<file path="src/rtl/matmul_pcpi_seq_if.sv">
`default_nettype none
// ============================================================================
//  Module   : matmul_pcpi_seq_if
//  Brief    : PCPI coprocessor handshake bundle between CPU core and the
//             2x2 nibble matrix-multiply coprocessor.
//  Revision : 1.0 - initial release
// ============================================================================
interface matmul_pcpi_seq_if;
  logic        pcpi_valid;
  logic [31:0] pcpi_insn;
  logic [31:0] pcpi_rs1;
  logic [31:0] pcpi_rs2;
  logic        pcpi_wait;
  logic        pcpi_ready;
  logic        pcpi_wr;
  logic [31:0] pcpi_rd;

  // CPU side: issues requests, observes completion
  modport master (
    output pcpi_valid, pcpi_insn, pcpi_rs1, pcpi_rs2,
    input  pcpi_wait, pcpi_ready, pcpi_wr, pcpi_rd
  );

  // Coprocessor side: consumes requests, reports completion
  modport slave (
    input  pcpi_valid, pcpi_insn, pcpi_rs1, pcpi_rs2,
    output pcpi_wait, pcpi_ready, pcpi_wr, pcpi_rd
  );
endinterface
`default_nettype wire

</file>
<file path="src/rtl/matmul_pcpi_seq.sv">
`default_nettype none
// ============================================================================
//  Module   : matmul_pcpi_seq
//  Brief    : PCPI coprocessor computing C = A x B for 2x2 matrices of 4-bit
//             unsigned elements, one product per cycle on a shared external
//             4x4 multiplier; each 8-bit result element saturates at 255.
//  Revision : 1.0 - initial release
// ============================================================================
module matmul_pcpi_seq #(
  parameter logic [6:0] OPCODE = 7'b0001011,
  parameter logic [6:0] FUNCT7 = 7'b0000001
) (
  input  wire logic           clk,
  input  wire logic           rst_n,
  matmul_pcpi_seq_if.slave    bus,
  output logic [3:0]          mul_a,
  output logic [3:0]          mul_b,
  input  wire logic [7:0]     mul_p
);

  typedef enum logic [1:0] {
    S_IDLE = 2'd0,
    S_MUL  = 2'd1,
    S_DONE = 2'd2,
    S_HOLD = 2'd3
  } state_t;

  state_t      r_state;
  state_t      w_next;
  logic [2:0]  r_k;
  logic [15:0] r_a;
  logic [15:0] r_b;
  logic [8:0]  r_acc;
  logic [31:0] r_c;
  logic [31:0] r_rd;

  logic        w_match;
  logic        w_start;
  logic [8:0]  w_sum;
  logic [7:0]  w_sat;
  logic [31:0] w_c_next;
  logic        w_wait;
  logic        w_ready;
  logic [3:0]  w_mul_a;
  logic [3:0]  w_mul_b;
  logic        w_unused;

  // Instruction decode: custom opcode, funct3 zero, configured funct7
  assign w_match = (bus.pcpi_insn[6:0]   == OPCODE) &&
                   (bus.pcpi_insn[14:12] == 3'b000) &&
                   (bus.pcpi_insn[31:25] == FUNCT7);
  assign w_start = bus.pcpi_valid && w_match;

  // Second partial product of an element: add and clamp to 8 bits
  assign w_sum = r_acc + {1'b0, mul_p};
  assign w_sat = w_sum[8] ? 8'hFF : w_sum[7:0];

  // Result matrix with the element addressed by (i,j)=(k[2],k[1]) replaced
  always_comb begin
    w_c_next = r_c;
    w_c_next[{r_k[2], r_k[1], 3'b000} +: 8] = w_sat;
  end

  // Next-state logic and handshake / multiplier operand outputs
  always_comb begin
    w_next  = r_state;
    w_wait  = 1'b0;
    w_ready = 1'b0;
    w_mul_a = 4'd0;
    w_mul_b = 4'd0;
    case (r_state)
      S_IDLE: begin
        if (w_start) w_next = S_MUL;
      end
      S_MUL: begin
        w_wait  = 1'b1;
        // A[i][t] lives at nibble 2i+t, B[t][j] at nibble 2t+j
        w_mul_a = r_a[{r_k[2], r_k[0], 2'b00} +: 4];
        w_mul_b = r_b[{r_k[0], r_k[1], 2'b00} +: 4];
        if (r_k == 3'd7) w_next = S_DONE;
      end
      S_DONE: begin
        w_ready = 1'b1;
        // Park in HOLD until the CPU withdraws the request so it is
        // never accepted twice.
        w_next  = bus.pcpi_valid ? S_HOLD : S_IDLE;
      end
      S_HOLD: begin
        if (!bus.pcpi_valid) w_next = S_IDLE;
      end
      default: w_next = S_IDLE;
    endcase
  end

  // State register
  always_ff @(posedge clk) begin
    if (!rst_n) r_state <= S_IDLE;
    else        r_state <= w_next;
  end

  // Operand capture, step counter, accumulator and result registers
  always_ff @(posedge clk) begin
    if (!rst_n) begin
      r_k   <= 3'd0;
      r_a   <= 16'd0;
      r_b   <= 16'd0;
      r_acc <= 9'd0;
      r_c   <= 32'd0;
      r_rd  <= 32'd0;
    end else begin
      case (r_state)
        S_IDLE: begin
          if (w_start) begin
            r_a <= bus.pcpi_rs1[15:0];
            r_b <= bus.pcpi_rs2[15:0];
            r_k <= 3'd0;
          end
        end
        S_MUL: begin
          r_k <= r_k + 3'd1;
          if (!r_k[0]) begin
            r_acc <= {1'b0, mul_p};
          end else begin
            r_c <= w_c_next;
            // Publish the finished matrix as DONE begins; the output then
            // stays put until the next request completes.
            if (r_k == 3'd7) r_rd <= w_c_next;
          end
        end
        default: ;
      endcase
    end
  end

  assign bus.pcpi_wait  = w_wait;
  assign bus.pcpi_ready = w_ready;
  assign bus.pcpi_wr    = w_ready;
  assign bus.pcpi_rd    = r_rd;
  assign mul_a          = w_mul_a;
  assign mul_b          = w_mul_b;

  // Instruction fields and operand bits the datapath does not consume
  assign w_unused = ^{bus.pcpi_insn[24:15], bus.pcpi_insn[11:7],
                      bus.pcpi_rs1[31:16], bus.pcpi_rs2[31:16]};

endmodule
`default_nettype wire

</file>
<file path="src/flat_wrapper.sv">
// flat-port wrapper written by rule: the top's interface ports become plain ports
module matmul_pcpi_seq_flat 
#(
  parameter logic [6:0] OPCODE = 7'b0001011,
  parameter logic [6:0] FUNCT7 = 7'b0000001
)
  (clk, rst_n, mul_a, mul_b, mul_p, bus_pcpi_valid, bus_pcpi_insn, bus_pcpi_rs1, bus_pcpi_rs2, bus_pcpi_wait, bus_pcpi_ready, bus_pcpi_wr, bus_pcpi_rd);
  matmul_pcpi_seq_if bus_i ();
  input  wire logic clk;
  input  wire logic rst_n;
  output logic [3:0] mul_a;
  output logic [3:0] mul_b;
  input  wire logic [7:0] mul_p;
  input wire logic [$bits(bus_i.pcpi_valid)-1:0] bus_pcpi_valid;
  input wire logic [$bits(bus_i.pcpi_insn)-1:0] bus_pcpi_insn;
  input wire logic [$bits(bus_i.pcpi_rs1)-1:0] bus_pcpi_rs1;
  input wire logic [$bits(bus_i.pcpi_rs2)-1:0] bus_pcpi_rs2;
  output wire logic [$bits(bus_i.pcpi_wait)-1:0] bus_pcpi_wait;
  output wire logic [$bits(bus_i.pcpi_ready)-1:0] bus_pcpi_ready;
  output wire logic [$bits(bus_i.pcpi_wr)-1:0] bus_pcpi_wr;
  output wire logic [$bits(bus_i.pcpi_rd)-1:0] bus_pcpi_rd;
  assign bus_i.pcpi_valid = bus_pcpi_valid;
  assign bus_i.pcpi_insn = bus_pcpi_insn;
  assign bus_i.pcpi_rs1 = bus_pcpi_rs1;
  assign bus_i.pcpi_rs2 = bus_pcpi_rs2;
  assign bus_pcpi_wait = bus_i.pcpi_wait;
  assign bus_pcpi_ready = bus_i.pcpi_ready;
  assign bus_pcpi_wr = bus_i.pcpi_wr;
  assign bus_pcpi_rd = bus_i.pcpi_rd;
  matmul_pcpi_seq #(.OPCODE(OPCODE), .FUNCT7(FUNCT7)) u_core (.clk(clk), .rst_n(rst_n), .bus(bus_i), .mul_a(mul_a), .mul_b(mul_b), .mul_p(mul_p));
endmodule
</file>
<file path="config.mk">
export PLATFORM = sky130hd
export DESIGN_NAME = matmul_pcpi_seq_flat
export DESIGN_NICKNAME = d
export VERILOG_FILES = /design/src/rtl/matmul_pcpi_seq_if.sv /design/src/rtl/matmul_pcpi_seq.sv /design/src/flat_wrapper.sv
export SDC_FILE = /design/constraint.sdc
export NUM_CORES = 1
export LEC_CHECK = 0
export BUFFER_PORTS_ARGS = -buffer_cell sky130_fd_sc_hd__buf_2
export CORE_AREA = 4 4 129 131
export DETAILED_ROUTE_END_ITERATION = 16
export DIE_AREA = 0 0 133 135
export PLACE_DENSITY = 0.57
export SETUP_SLACK_MARGIN = 0.15
export SYNTH_ARGS = -nofsm -noshare
export SYNTH_HDL_FRONTEND = slang
export SYNTH_SLANG_ARGS = --single-unit
</file>
<file path="constraint.sdc">
create_clock -name clk -period 2.9 [get_ports clk]
set_input_delay 0.29 -clock clk [delete_from_list [all_inputs] [get_ports clk]]
set_output_delay 0.29 -clock clk [all_outputs]
set_load 0.05 [all_outputs]
</file>
==> run metrics <==
outcome=completed; top cells by area, synth=dfxtp_1 41%, mux2i_1 6.3%, o21ai_0 6.0%, a21oi_1 5.5%, nor2b_1 5.1%; CTS resizes=0; CTS buffer count=9; min Tclk post-route=2.482 ns; worst rel slew slack=32.93%; Pre-antenna DRT Iters=5; Final Max Slew Viols=0; Mean Syn Cell Area=9.314 sq um; Post-Syn Area=5365 sq um; Top FF cell, synth=dfxtp_1; Gate Count Post-Synth=576; Global Route Usage Sum=15.42%; non-filler cells, final=888; n_diodes=0; Fin Hold WS=0.1911 ns; routability cong.=0.8079; total power=2953 uW; Row Count=46; WL/cell=15.79 um; Final setup viols=0; area grow syn2layout=19.15%; via count=4,542; DRC Markers=0; max frequency=402.8 MHz; critical path launch point type=flop; CP cell instances=ha_1 -> fa_1 -> a21o_1 -> a21oi_1 -> o21ai_2 -> o211a_1 -> a32o_1; WL final=14,020 um; Hold Fails Final Rpt=0; hold depth=3; r2r worst-path depth=7; I/O pins=150; min-delay worst type=input port to flop; yosys warns=0; Max Fanout on Critical Path=21; Synth top area share=40.67%; worst reg2reg setup slack=0.42 ns; number of setup buffers added after CTS=0; Via density=5.115; reg2reg start=u_core.r_acc[0]$_SDFFE_PN0P_; Die W=133 um; # port buffers=102; vias in the first global route=4,347; skew final=0.01179 ns; share of cells above drive strength 1=24.40%; Lkg Pwr=0.002524 uW; Worst-Margin Slew=1.006 ns; Unique masters post-synth=59; htree depth=3; Seq/Total Area, Yosys=40.67%; clock tree buffer depth=2; CTS tree=built; Post-synth EDFFs=0; worst r2r dst=u_core.r_c[18]$_SDFFE_PN0P_; HPWL reported at the end of detailed placement=10,030 um; Hold-fix buffers, CTS=0; Seq cells post-synth=109; initial antenna violation count=0; CTS clk-pin slew, worst paths=0.08 ns; Max-Cap Viols=0; CP max stage cell=fa_1; crit end category=flop; Top delay family on crit path=compound AO/OA/AOI/OAI gates; largest net degree at the start of global routing=40; period utilization=85.60%; PD cells=462.0 nW/um^2; Initial Util=34.40%; worst-case vdd ir drop=270.0 uV; # nets final=790; syn_nets=699; final instance area=6392 sq um; clock sinks=109; Clock Latency Late Sink=0.36 ns; Synth async-reset ratio=0%; Final ANT Viol Nets=0; Synth area leader=dfxtp_1; Remaining Overflow, GRT=0; Crit path required time=3.15 ns; Post-DP Area=6066 sq um; die height=135 um; sequential cell area=2182 sq um; core area=15,600 sq um; Critical Path Max Stage Delay=0.42 ns; min-delay src=bus_pcpi_rs1[4]; Bufs and invs on worst path=0; Hold Path Sink=u_core.r_a[4]$_SDFFE_PN0P_; Starting DRT DRC Count=215; most numerous cell in the Yosys netlist=dfxtp_1; die area=17,960 sq um; Fin Setup TNS=0 ns; CP Data Arrival Time=2.74 ns; Setup CP Type=flop to flop; area of the multi-input gates=2907 sq um; clock root buffer=clkbuf_16; synth cell count leaders=109 x dfxtp_1, 64 x o21ai_0, 59 x a21oi_1, 44 x nor2b_1, 43 x nand2_1; global-route wire length before repair=22,430 um; Filler cells=1,534; cell count after placement=872; RSZ-0062 raised after global routing=false
==> flip-flops by register name, summed over array words and instances (netlist names) <==
name,count
u_core.bus.pcpi_rd,32
u_core.r_c,32
u_core.r_a,16
u_core.r_b,16
u_core.r_acc,8
u_core.r_k,3
u_core.r_state,2
==> where the power goes <==
part / internal [uW] / switching (uW)
logic: 59.9 / 69.4
clock network: 699 / 630
registers: 1490 / 0.00131
==> cell usage in the layout (no fill, tap or decap), types with 5 or more instances in the layout <==
master and count:
o31ai_1 6, a22o_1 8, nand2b_1 10, dfxtp_1 109
buf_4 17, nand3b_1 5, ha_1 15, clkbuf_16 9
nand2_1 43, a31oi_1 11, nand3_1 17, inv_1 11
a21oi_1 59, mux4_2 8, nor2b_1 44, a21boi_0 9
mux2i_1 34, nor2_1 7, buf_2 102, o21ai_0 64
and2_1 13, a21o_1 5
==> how the worst max path moves through the flow <==
stage          cells past startpoint                                  end  slack (ns)                          from
2_1_floorplan                      8          u_core.r_c[24]$_SDFFE_PN0P_        0.84                      mul_p[0]
3_3_place_gp                       8          u_core.r_c[18]$_SDFFE_PN0P_        0.36                      mul_p[0]
3_5_place_dp                       8          u_core.r_c[18]$_SDFFE_PN0P_        0.31                      mul_p[0]
4_1_cts                            7          u_core.r_c[18]$_SDFFE_PN0P_        0.41  u_core.r_acc[0]$_SDFFE_PN0P_
5_1_grt                            7  u_core.bus.pcpi_rd[15]$_SDFFE_PN0P_        0.26  u_core.r_acc[0]$_SDFFE_PN0P_
6_report                           7          u_core.r_c[18]$_SDFFE_PN0P_        0.42  u_core.r_acc[0]$_SDFFE_PN0P_
==> kinds of logic (layout without fill, tap and decap cells) <==
family                   Yosys count  in the layout  share of synthesized area [%]
AO/OA/AOI/OAI                    194            194                          22.69
multiplexers                      43             43                          9.911
flip-flops                       109            109                          40.67
AND/OR/NAND/NOR                  159            159                          17.37
buffers and inverters             53            149                          5.154
adder cells (fa/ha/maj)           16             16                          3.871
XOR/XNOR                           2              2                         0.3266
==> area by class of cell <==
| cell class | count | share of cell area [%] |
|---|---|---|
| clock buffer | 9 | 3.523 |
| clock inverter | 7 | 1.585 |
| inverter | 13 | 0.7634 |
| multi-input combinational | 414 | 45.47 |
| sequential | 109 | 34.14 |
| tap | 216 | 4.228 |
| timing repair buffer | 120 | 10.30 |
==> layer usage <==
| metal | vias to the layer above | part of all wire, % | track usage (%) |
|---|---|---|---|
| met4 | 0 | 1.3 | 3.868 |
| met1 | 2138 | 46 | 19.59 |
| li1 | 2260 | - | - |
| met3 | 14 | 5.5 | 4.210 |
| met2 | 130 | 47 | 26.04 |
| met5 | - | 0 | 0 |
==> worst reg2reg max path: cells and delay by family (launching register included) <==
kind	cells	cell delay [ns]
adder cells (fa/ha/maj)	2	0.64
AO/OA/AOI/OAI	5	1.42
flip-flops	1	0.32
==> stage by stage <==
stage               utilization (%)  worst slack [ns]
finish                        40.98            0.4176
global placement              38.89            0.3574
detailed placement            38.89            0.3134
floorplan                         -            0.8447
global route                  40.98            0.2558
CTS                           40.98            0.4121
No activity file was read; power rests on OpenSTA's default activity.
